## config.mk

```make
export PLATFORM = sky130hd
export DESIGN_NAME = t07_spitft_resp_flat
export DESIGN_NICKNAME = d
export VERILOG_FILES = /design/src/rtl/t07_spitft_resp_if.sv /design/src/rtl/t07_spitft_resp.sv /design/src/flat_wrapper.sv
export SDC_FILE = /design/constraint.sdc
export NUM_CORES = 1
export LEC_CHECK = 0
export CORE_MARGIN = 10
export CORE_UTILIZATION = 29
export CTS_BUF_LIST = sky130_fd_sc_hd__clkbuf_8
export CTS_CLUSTER_DIAMETER = 60
export CTS_CLUSTER_SIZE = 40
export DETAILED_ROUTE_END_ITERATION = 16
export PLACE_DENSITY = 0.54
export SETUP_SLACK_MARGIN = 0.1
export SLEW_MARGIN = 20
export SYNTH_ARGS = -nofsm -noshare
export SYNTH_HDL_FRONTEND = slang
export SYNTH_SLANG_ARGS = --single-unit
```

## constraint.sdc

```tcl
create_clock -name clk -period 4.9 [get_ports clk]
set_input_delay 0.98 -clock clk [delete_from_list [all_inputs] [get_ports clk]]
set_output_delay 0.98 -clock clk [all_outputs]
set_load 0.01 [all_outputs]
```

## src/rtl/t07_spitft_resp_if.sv

```systemverilog
// SPI pin bundle between the TFT link master and the display-side responder.
interface t07_spitft_resp_if;
  logic sclk;
  logic chipSelect;
  logic bitData;
  logic miso;

  modport master (output sclk, output chipSelect, output bitData, input miso);
  modport slave  (input sclk, input chipSelect, input bitData, output miso);
endinterface

```

## src/rtl/t07_spitft_resp.sv

```systemverilog
// TFT SPI responder: deserializes 16-bit frames {R/nW, addr[6:0], data[7:0]}
// into an NREGS x 8 register file. Read-back on miso is compiled in only when
// T07_SPITFT_RESP_READBACK_EN is defined; otherwise miso is tied low.
module t07_spitft_resp #(
  parameter int NREGS       = 8,
  parameter int SYNC_STAGES = 2
) (
  input  logic             clk,
  input  logic             rst,
  t07_spitft_resp_if.slave spi,
  output logic             wr_strobe,
  output logic [6:0]       wr_addr,
  output logic [7:0]       wr_data,
  output logic             frame_done,
  output logic             frame_err,
  input  logic [2:0]       reg_sel,
  output logic [7:0]       reg_out
);

  localparam int         AW      = (NREGS > 1) ? $clog2(NREGS) : 1;
  localparam logic [7:0] NREGS_W = 8'(NREGS);

  typedef enum logic [2:0] {IDLE, CMD, DATA, DONE, HOLD} state_t;

  state_t                 state;
  logic [SYNC_STAGES-1:0] sclk_sy, cs_sy, dat_sy;
  logic                   sclk_d, cs_d;
  logic                   sclk_s, cs_s, dat_s;
  logic                   rise, cs_fall;
  logic [4:0]             bcnt, bcnt_nx;
  // Only the low byte is ever consumed: it holds the command byte after the
  // 8th rise and the data byte after the 16th.
  logic [7:0]             sr, sr_nx;
  logic [6:0]             addr;
  logic                   rnw;
  logic                   addr_ok;
  logic                   err_done;
  logic [7:0]             regs [NREGS];

  assign sclk_s  = sclk_sy[SYNC_STAGES-1];
  assign cs_s    = cs_sy[SYNC_STAGES-1];
  assign dat_s   = dat_sy[SYNC_STAGES-1];
  assign rise    = sclk_s & ~sclk_d;
  assign cs_fall = cs_d & ~cs_s;
  assign bcnt_nx = bcnt + 5'd1;
  assign sr_nx   = {sr[6:0], dat_s};
  assign addr_ok = {1'b0, addr} < NREGS_W;

  // Debug read port, out-of-range selects read as zero.
  assign reg_out = ({5'b0, reg_sel} < NREGS_W) ? regs[AW'(reg_sel)] : 8'h00;

  // Synchronizers, frame FSM, register file and completion pulses.
  always_ff @(posedge clk or posedge rst) begin
    if (rst) begin
      sclk_sy    <= '0;
      cs_sy      <= '1;
      dat_sy     <= '0;
      sclk_d     <= 1'b0;
      cs_d       <= 1'b1;
      state      <= IDLE;
      bcnt       <= '0;
      sr         <= '0;
      addr       <= '0;
      rnw        <= 1'b0;
      err_done   <= 1'b0;
      wr_strobe  <= 1'b0;
      wr_addr    <= '0;
      wr_data    <= '0;
      frame_done <= 1'b0;
      frame_err  <= 1'b0;
      for (int i = 0; i < NREGS; i++) regs[i] <= 8'h00;
    end else begin
      sclk_sy    <= {sclk_sy[SYNC_STAGES-2:0], spi.sclk};
      cs_sy      <= {cs_sy[SYNC_STAGES-2:0], spi.chipSelect};
      dat_sy     <= {dat_sy[SYNC_STAGES-2:0], spi.bitData};
      sclk_d     <= sclk_s;
      cs_d       <= cs_s;
      wr_strobe  <= 1'b0;
      frame_done <= 1'b0;
      frame_err  <= 1'b0;
      case (state)
        IDLE: if (cs_fall) begin
          state    <= CMD;
          bcnt     <= '0;
          sr       <= '0;
          err_done <= 1'b0;
        end
        // Deassert is checked before rise so it wins a same-cycle tie.
        CMD: if (cs_s) begin
          frame_err <= 1'b1;
          state     <= IDLE;
        end else if (rise) begin
          sr   <= sr_nx;
          bcnt <= bcnt_nx;
          if (bcnt_nx == 5'd8) begin
            rnw   <= sr_nx[7];
            addr  <= sr_nx[6:0];
            state <= DATA;
          end
        end
        // Completion actions fire on the 16th rise so they land one clk later.
        DATA: if (cs_s) begin
          frame_err <= 1'b1;
          state     <= IDLE;
        end else if (rise) begin
          sr   <= sr_nx;
          bcnt <= bcnt_nx;
          if (bcnt_nx == 5'd16) begin
            state      <= DONE;
            frame_done <= 1'b1;
            wr_addr    <= addr;
            wr_data    <= sr_nx;
            if (!rnw) begin
              wr_strobe <= 1'b1;
              if (addr_ok) regs[AW'(addr)] <= sr_nx;
            end
          end
        end
        DONE: state <= HOLD;
        // Extra clocks after a full frame flag one overrun per frame.
        HOLD: if (cs_s) begin
          state <= IDLE;
        end else if (rise && !err_done) begin
          frame_err <= 1'b1;
          err_done  <= 1'b1;
        end
        default: state <= IDLE;
      endcase
    end
  end

`ifdef T07_SPITFT_RESP_READBACK_EN
  logic       fall;
  logic       miso_q;
  logic       loaded;
  logic [7:0] miso_sr;
  logic [7:0] rd_byte;

  assign fall    = ~sclk_s & sclk_d;
  assign rd_byte = addr_ok ? regs[AW'(addr)] : 8'h00;
  assign spi.miso = miso_q & ~cs_s & (state != IDLE);

  // Read shifter: first fall in DATA loads the byte, later falls shift it out.
  always_ff @(posedge clk or posedge rst) begin
    if (rst) begin
      miso_q  <= 1'b0;
      loaded  <= 1'b0;
      miso_sr <= '0;
    end else if (state == IDLE || cs_s) begin
      miso_q <= 1'b0;
      loaded <= 1'b0;
    end else if (state == DATA && fall && rnw) begin
      if (!loaded) begin
        miso_q  <= rd_byte[7];
        miso_sr <= {rd_byte[6:0], 1'b0};
        loaded  <= 1'b1;
      end else begin
        miso_q  <= miso_sr[7];
        miso_sr <= {miso_sr[6:0], 1'b0};
      end
    end
  end
`else
  assign spi.miso = 1'b0;
`endif

endmodule

```

## src/flat_wrapper.sv

```systemverilog
// flat-port wrapper written by rule: the top's interface ports become plain ports
module t07_spitft_resp_flat 
#(
  parameter int NREGS       = 8,
  parameter int SYNC_STAGES = 2
)
  (clk, rst, wr_strobe, wr_addr, wr_data, frame_done, frame_err, reg_sel, reg_out, spi_sclk, spi_chipSelect, spi_bitData, spi_miso);
  t07_spitft_resp_if spi_i ();
  input  logic clk;
  input  logic rst;
  output logic wr_strobe;
  output logic [6:0] wr_addr;
  output logic [7:0] wr_data;
  output logic frame_done;
  output logic frame_err;
  input  logic [2:0] reg_sel;
  output logic [7:0] reg_out;
  input wire logic [$bits(spi_i.sclk)-1:0] spi_sclk;
  input wire logic [$bits(spi_i.chipSelect)-1:0] spi_chipSelect;
  input wire logic [$bits(spi_i.bitData)-1:0] spi_bitData;
  output wire logic [$bits(spi_i.miso)-1:0] spi_miso;
  assign spi_i.sclk = spi_sclk;
  assign spi_i.chipSelect = spi_chipSelect;
  assign spi_i.bitData = spi_bitData;
  assign spi_miso = spi_i.miso;
  t07_spitft_resp #(.NREGS(NREGS), .SYNC_STAGES(SYNC_STAGES)) u_core (.clk(clk), .rst(rst), .spi(spi_i), .wr_strobe(wr_strobe), .wr_addr(wr_addr), .wr_data(wr_data), .frame_done(frame_done), .frame_err(frame_err), .reg_sel(reg_sel), .reg_out(reg_out));
endmodule
```

==> results by group, run 1 <==
Run status
  • Status: completed

Clocking
  • Clock Path Buffers: 2
  • CTS resizes: 0
  • Root Driver: clkbuf_8
  • Clk slew on worst S/H paths: ~0.070 ns
  • H-tree depth: 4
  • CTS Buf Count: 17
  • CTS tree: done
  • Post-CTS Setup Inserts: 0
  • Cts hold-fix bufs: 0
  • Sink Count: approximately 110
  • Worst skew pair latency: 0.43 ns

Cells and area
  • Layout cell share with drive strength beyond 1: between 40% and 50%
  • N_diodes: 0
  • FF/Latch Area: approximately 2900 um^2
  • Multi-input logic area: between 2000 and 2500 um^2
  • Synthesis-to-finish area growth: 19.2%
  • Post-route design area: slightly above 6000 um^2
  • Most frequent cells in the layout: dfrtp_1, mux2_2, clkdlybuf4s50_1, nand2_1, clkbuf_8
  • Commonest non-fill, non-tap cell in the layout: dfrtp_1
  • Nets: 391
  • # fillers: between 1.5k and 2k

Placed design
  • I/O Buffers: 33
  • Post-DP HPWL: 6970 um
  • Final GP Congestion: roughly 0.74
  • Placed instance area: 5620 um^2

STA
  • Fin crit share: a little over 80%
  • Fin. Hold Viols: 0
  • Fin Clk Skew: between 0.008 and 0.009 ns
  • Fmax: ~0.25 GHz
  • Pins Over Slew Limit: 0
  • Minimum clock period: 4.07 ns
  • Slew at the pin closest to its max-slew limit: 0.886 ns
  • Final setup fails: 0
  • Setup TNS: 0 ns
  • Slew margin rel.: about two fifths
  • RSZ-0062 raised after global routing: false

Drt
  • DRC Markers: 0
  • Pre-antenna DRT Iters: 6
  • Iteration-0 DRC Markers: ~230
  • Vias per inst: roughly 4.6
  • Post-route ant nets: 0
  • Via Count: 2874
  • DR WL/cell: ~17 um
  • Final WL: about 10000 um

Worst setup path
  • CP top delay family: buffers and inverters
  • Worst-path maximum fanout: 16
  • CP Capture Type: output port
  • CP arrival: 3.09 ns
  • CP max stage cell: mux4_2
  • Slowest stage delay, CP: approximately 0.55 ns
  • Required time of the critical path: between 3 and 4 ns
  • WP buf/inv: 3
  • Kind of critical path: input port to output port
  • Most frequent CP cell: clkdlybuf4s50_1
  • Type of origin of the critical path: input port
  • Crit path cell chain: clkdlybuf4s50_1 -> buf_4 -> mux4_2 -> mux2_2 -> clkdlybuf4s50_1

Global route
  • First-pass GRT wire length: 17600 um
  • Pin count of the biggest net entering global routing: 71
  • GRT Total Usage: under 10%
  • Initial antenna violation count: 0
  • Total gr overflow: 0
  • Vias in the first global route: approximately 3.2k

Synthesis
  • Yosys reg bits: between 100 and 150
  • Distinct cells, synth: 39
  • Netlist Area Pre-Place: a little over 5000 um^2
  • Mapped Cells: about 350
  • Sequential share of the synthesized area: 56.2%
  • Synth warnings: 0
  • Synthesized Nets: 356
  • Syn_area_per_cell: around 15 um^2

Floorplanning
  • Die Width: approximately 150 um
  • Io pins: 35
  • Cell Rows: 48
  • Initial Util: slightly below 30%
  • Area of the die: around 23000 um^2
  • Die Height: 152 um
  • Core ar.: 17200 um^2

Pwr
  • Leak Pwr: 2.83 nW
  • Peak VDD IR: about 160 uV
  • Pwr dens: roughly 330 nW/um^2

Min path
  • Hold Path Class: flop to flop

Run
  • Max-cap check violation count: 0
sequential cells by signal, summed over array words and instances, names as in the netlist, 2 cells and up:
signal and flops:
u_core.sclk_sy 2, u_core.cs_sy 2, u_core.wr_addr 7, u_core.addr 7
u_core.dat_sy 2, u_core.sr 7, u_core.state 3, u_core.wr_data 8
u_core.regs 64, u_core.bcnt 5
per-stage QoR:
| step | instances | worst slack, ns | utilization [%] | power, mW | hold slack [ns] |
|---|---|---|---|---|---|
| floorplan | 346 | 0.909 | - | 1.03 | 0.331 |
| finish | 619 | 0.828 | 35.2 | 1.99 | 0.350 |
| global placement | 586 | 0.798 | 32.6 | 1.05 | 0.334 |
| detailed placement | 587 | 0.788 | 32.6 | 1.05 | 0.337 |
| CTS | 619 | 0.783 | 35.2 | 2.01 | 0.353 |
| global route | 619 | 0.738 | 35.2 | 2.07 | 0.358 |
cell families (layout without fill, tap and decap cells):
family | Yosys count | in the layout | synth area share, %
XOR/XNOR | 3 | 3 | 0.517
AO/OA/AOI/OAI | 25 | 25 | 3.13
AND/OR/NAND/NOR | 64 | 64 | 8.32
adder cells (fa/ha/maj) | 2 | 2 | 0.492
other | 1 | 1 | 0.0738
buffers and inverters | 25 | 73 | 2.41
multiplexers | 112 | 112 | 28.9
flip-flops | 114 | 114 | 56.2
synthesized netlist by cell type:
cell | n | area share [%]
nor2b_1 | 4 | 0.49
and3_2 | 1 | 0.15
dfrtp_1 | 111 | 55
nor3_1 | 2 | 0.20
nand3b_1 | 3 | 0.44
nand2_1 | 24 | 1.8
clkbuf_1 | 14 | 1.0
ha_1 | 2 | 0.49
o211ai_1 | 2 | 0.30
nand2b_4 | 1 | 0.27
a32o_1 | 1 | 0.20
buf_6 | 3 | 0.66
nor3b_4 | 4 | 1.5
a21oi_1 | 3 | 0.30
a41oi_1 | 1 | 0.17
nand3_1 | 2 | 0.20
nand4_1 | 4 | 0.49
nor3_4 | 4 | 1.3
mux4_2 | 16 | 7.1
buf_2 | 2 | 0.20
nand2b_1 | 2 | 0.25
mux2_2 | 89 | 20
conb_1 | 1 | 0.074
xnor2_1 | 2 | 0.34
buf_4 | 1 | 0.15
o21ai_0 | 14 | 1.4
mux2_4 | 7 | 2.1
dfstp_2 | 3 | 1.6
a21boi_1 | 1 | 0.15
buf_1 | 2 | 0.15
nand3_2 | 1 | 0.20
a22o_1 | 1 | 0.17
nor3_2 | 1 | 0.20
inv_1 | 3 | 0.22
nor2_1 | 10 | 0.74
xor2_1 | 1 | 0.17
o22a_1 | 1 | 0.17
a2111oi_2 | 1 | 0.30
nand4b_1 | 1 | 0.17
power by group:
| part | internal [mW] | leakage, nW | switching (mW) |
|---|---|---|---|
| Combinational | 0.0230 | 1.04 | 0.0427 |
| Clock | 0.587 | 0.227 | 0.363 |
| Sequential | 0.951 | 1.57 | 0.0184 |
| Total | 1.56 | 2.83 | 0.424 |
final timing paths:
path | start | to | slack [ns] | cells after the start
hold reg to reg | u_core.sclk_sy[0]$_DFF_PP0_ | u_core.sclk_sy[1]$_DFF_PP0_ | 0.35 | 0
hold / removal | u_core.sclk_sy[0]$_DFF_PP0_ | u_core.sclk_sy[1]$_DFF_PP0_ | 0.35 | 0
min in group asynchronous | rst | u_core.regs[40]$_DFFE_PP0P_ | 1.08 | 2
setup / recovery | reg_sel[0] | reg_out[1] | 0.83 | 5
setup reg to reg | u_core.bcnt[0]$_DFFE_PP0P_ | u_core.wr_data[7]$_DFFE_PP0P_ | 2.10 | 6
max in group asynchronous | rst | u_core.regs[18]$_DFFE_PP0P_ | 2.96 | 3
worst reg2reg max path, cell delays in order, from the launching register on:
cell      delay, ns
dfrtp_1        0.50
ha_1           0.32
nor2_1         0.08
a21oi_1        0.22
o22a_1         0.73
nand2b_4       0.46
mux2_2         0.38
routing by layer:
metal | up-vias | track usage [%] | routed length (um)
li1 | 1322 | - | -
met1 | 1490 | 11.4 | 4680
met2 | 47 | 15.8 | 5270
met3 | 15 | 2.96 | 345
met4 | 0 | 3.90 | 150
met5 | - | 0 | 0
final cells by class:
cell class / instances / share of cell area (%)
Sequential cell: 114 / 47.1
Multi-Input combinational cell: 207 / 34.7
Timing Repair Buffer: 38 / 6.07
Tap cell: 225 / 4.64
Clock buffer: 20 / 4.54
Clock inverter: 12 / 2.68
Inverter: 3 / 0.227
Power figures use the tool's default switching activity.
==> run 2: changes to the inputs <==
==> constraint.sdc (replaced) <==
create_clock -name clk -period 4.2 [get_ports clk]
set_input_delay 0.84 -clock clk [delete_from_list [all_inputs] [get_ports clk]]
set_output_delay 0.84 -clock clk [all_outputs]
set_load 0.01 [all_outputs]
==> run 2 against run 1 <==
  * Worst hold slack gained 0.0022 ns
  * Final cell count shrank 0.16%
  * Non-clock buffer count shrank 1
  * Combinational power grew 21%
  * Sequential share of layout area shrank 0.35 points
  * Clock power grew 27%
  * Via count is the same
  * Critical endpoint unchanged
==> results by group, run 2 (synthesis results as in run 1) <==
Global route
  • Total gr overflow: 0 (unchanged)
  • Vias in the first global route: 3077 (was 3195)
  • GRT Total Usage: 9.38% (was 9.59%)
  • Initial antenna violation count: 0 (unchanged)
  • First-pass GRT wire length: 17000 um (was 17600 um)
  • Pin count of the biggest net entering global routing: 63 (was 71)

Worst setup path
  • Worst-path maximum fanout: 16 (unchanged)
  • Reg2reg start: u_core.bcnt[0]$_DFFE_PP0P_ (unchanged)
  • Required time of the critical path: 3.36 ns (was 3.92 ns)
  • Kind of critical path: input port to output port (unchanged)
  • Type of origin of the critical path: input port (unchanged)
  • CP Capture Type: output port (unchanged)
  • CP arrival: 2.85 ns (was 3.09 ns)
  • CP startpoint: reg_sel[0] (unchanged)

Cells and area
  • # fillers: 1649 (was 1620)
  • Synthesis-to-finish area growth: 20.1% (was 19.2%)
  • Max reg flops: 64 (unchanged)
  • Most frequent cells in the layout: dfrtp_1, mux2_2, clkdlybuf4s50_1, nand2_1, clkbuf_8 (unchanged)
  • N_diodes: 0 (unchanged)
  • Top flop regs: u_core.regs x64, u_core.wr_data x8 (unchanged)
  • Nets: 390 (was 391)
  • Commonest non-fill, non-tap cell in the layout: dfrtp_1 (unchanged)
  • Biggest register: u_core.regs (unchanged)
  • Layout cell share with drive strength beyond 1: 41.5% (was 41.6%)

STA
  • Pins Over Slew Limit: 0 (unchanged)
  • RSZ-0062 raised after global routing: false (unchanged)
  • Minimum clock period: ~3.7 ns
  • Fmax: about 0.27 GHz
  • Final setup fails: 0 (unchanged)
  • Fin. Hold Viols: 0 (unchanged)
  • Slew margin rel.: 46.9% (was 40.9%)
  • Fin Clk Skew: 0.0117 ns (was 0.00861 ns)
  • Setup TNS: 0 ns (unchanged)
  • Slew at the pin closest to its max-slew limit: 0.796 ns (was 0.886 ns)
  • Fin crit share: 87.9%

Clocking
  • Clk slew on worst S/H paths: 0.07 ns (about the same)
  • Post-CTS Setup Inserts: 0 (unchanged)
  • CTS tree: done (unchanged)
  • H-tree depth: 4 (unchanged)
  • Worst skew pair latency: 0.44 ns (was 0.43 ns)
  • CTS resizes: 0 (unchanged)
  • Clock Path Buffers: 2 (unchanged)
  • Root Driver: clkbuf_8 (unchanged)
  • Cts hold-fix bufs: 0 (unchanged)
  • Sink Count: 114 (unchanged)
  • CTS Buf Count: 17 (unchanged)

Floorplanning
  • Die Height: 152 um (unchanged)
  • Io pins: 35 (unchanged)
  • Core ar.: 17200 um^2 (unchanged)
  • Die Width: 152 um (unchanged)
  • Initial Util: 29.5% (unchanged)
  • Cell Rows: 48 (unchanged)
  • Area of the die: 23200 um^2 (unchanged)

Min path
  • Hold path startpoint: u_core.sclk_sy[0]$_DFF_PP0_ (unchanged)
  • Hold Path Class: flop to flop (unchanged)

Run status
  • Status: completed (unchanged)

Drt
  • Vias per inst: 4.65 (was 4.64)
  • Via Count: 2874 (unchanged)
  • DR WL/cell: 16.9 um (about the same)
  • Iteration-0 DRC Markers: 178 (was 225)
  • Final WL: 10500 um (was 10400 um)
  • DRC Markers: 0 (unchanged)
  • Post-route ant nets: 0 (unchanged)
  • Pre-antenna DRT Iters: 4 (was 6)

Pwr
  • Pwr dens: 397 nW/um^2 (was 328 nW/um^2)
  • Leak Pwr: 2.86 nW (was 2.83 nW)
  • Power Total: 2.42 mW (was 1.99 mW)
  • Peak VDD IR: 181 uV (was 157 uV)

Placed design
  • Final GP Congestion: 0.716 (was 0.736)
  • Post-DP HPWL: 6810 um (was 6970 um)
  • I/O Buffers: 33 (unchanged)

Run
  • Max-cap check violation count: 0 (unchanged)
==> run 2: worst paths after layout <==
path / to / slack (ns) / cells after the start
setup / recovery: reg_out[1] / 0.51 / 5
hold / removal: u_core.sclk_sy[1]$_DFF_PP0_ / 0.35 / 0
setup reg to reg: u_core.wr_addr[6]$_DFFE_PP0P_ / 1.48 / 6
hold reg to reg: u_core.sclk_sy[1]$_DFF_PP0_ / 0.35 / 0
max in group asynchronous: u_core.wr_data[5]$_DFFE_PP0P_ / 2.57 / 3
min in group asynchronous: u_core.regs[40]$_DFFE_PP0P_ / 0.86 / 2
==> run 2: power breakdown <==
part | internal, mW | switching, mW
Combinational | 0.0290 | 0.0505
Clock | 0.771 | 0.444
Sequential | 1.11 | 0.0204
Total | 1.91 | 0.515
==> run 2: cell type report <==
type                    instances  area (um^2)  share of cell area, %
inverters                       3         13.8                  0.225
flip-flops and latches        114         2860                   46.8
multi-input cells             207         2100                   34.5
clock buffers                  18          248                   4.06
well taps                     225          282                   4.61
repair buffers                 37          385                   6.31
clock inverters                14          218                   3.56
==> run 2: layer usage <==
metal | vias to the layer above | global-route usage [%] | wire length (um)
li1 | 1328 | - | -
met4 | 0 | 4.08 | 135
met3 | 14 | 3.02 | 312
met1 | 1487 | 11.1 | 4680
met5 | - | 0 | 0
met2 | 45 | 15.3 | 5340
==> run 2: metrics by stage <==
stage               area, um^2  std cells  utilization (%)  worst slack [ns]  hold slack (ns)
floorplan                 5080        346                -             0.349            0.331
global placement          5640        586             32.7             0.496            0.335
detailed placement        5640        586             32.7             0.499            0.337
CTS                       6110        618             35.4             0.488            0.354
global route              6110        618             35.4             0.464            0.363
finish                    6110        618             35.4             0.507            0.353
==> run 2: worst max-delay path, cell delays in order <==
cell and delay (ns):
clkdlybuf4s50_1 0.50, buf_12 0.19, mux4_2 0.51, mux2_2 0.30, clkdlybuf4s50_1 0.49
==> run 3: changes to the inputs <==
--- a/config.mk
+++ b/config.mk
@@ -5,6 +5,7 @@
 export SDC_FILE = /design/constraint.sdc
 export NUM_CORES = 1
 export LEC_CHECK = 0
+export ABC_CLOCK_PERIOD_IN_PS = 4200
 export CORE_MARGIN = 10
 export CORE_UTILIZATION = 29
 export CTS_BUF_LIST = sky130_fd_sc_hd__clkbuf_8
==> results of run 3 <==
No change in the layout: final DEF, timing and power equal those of run 2.
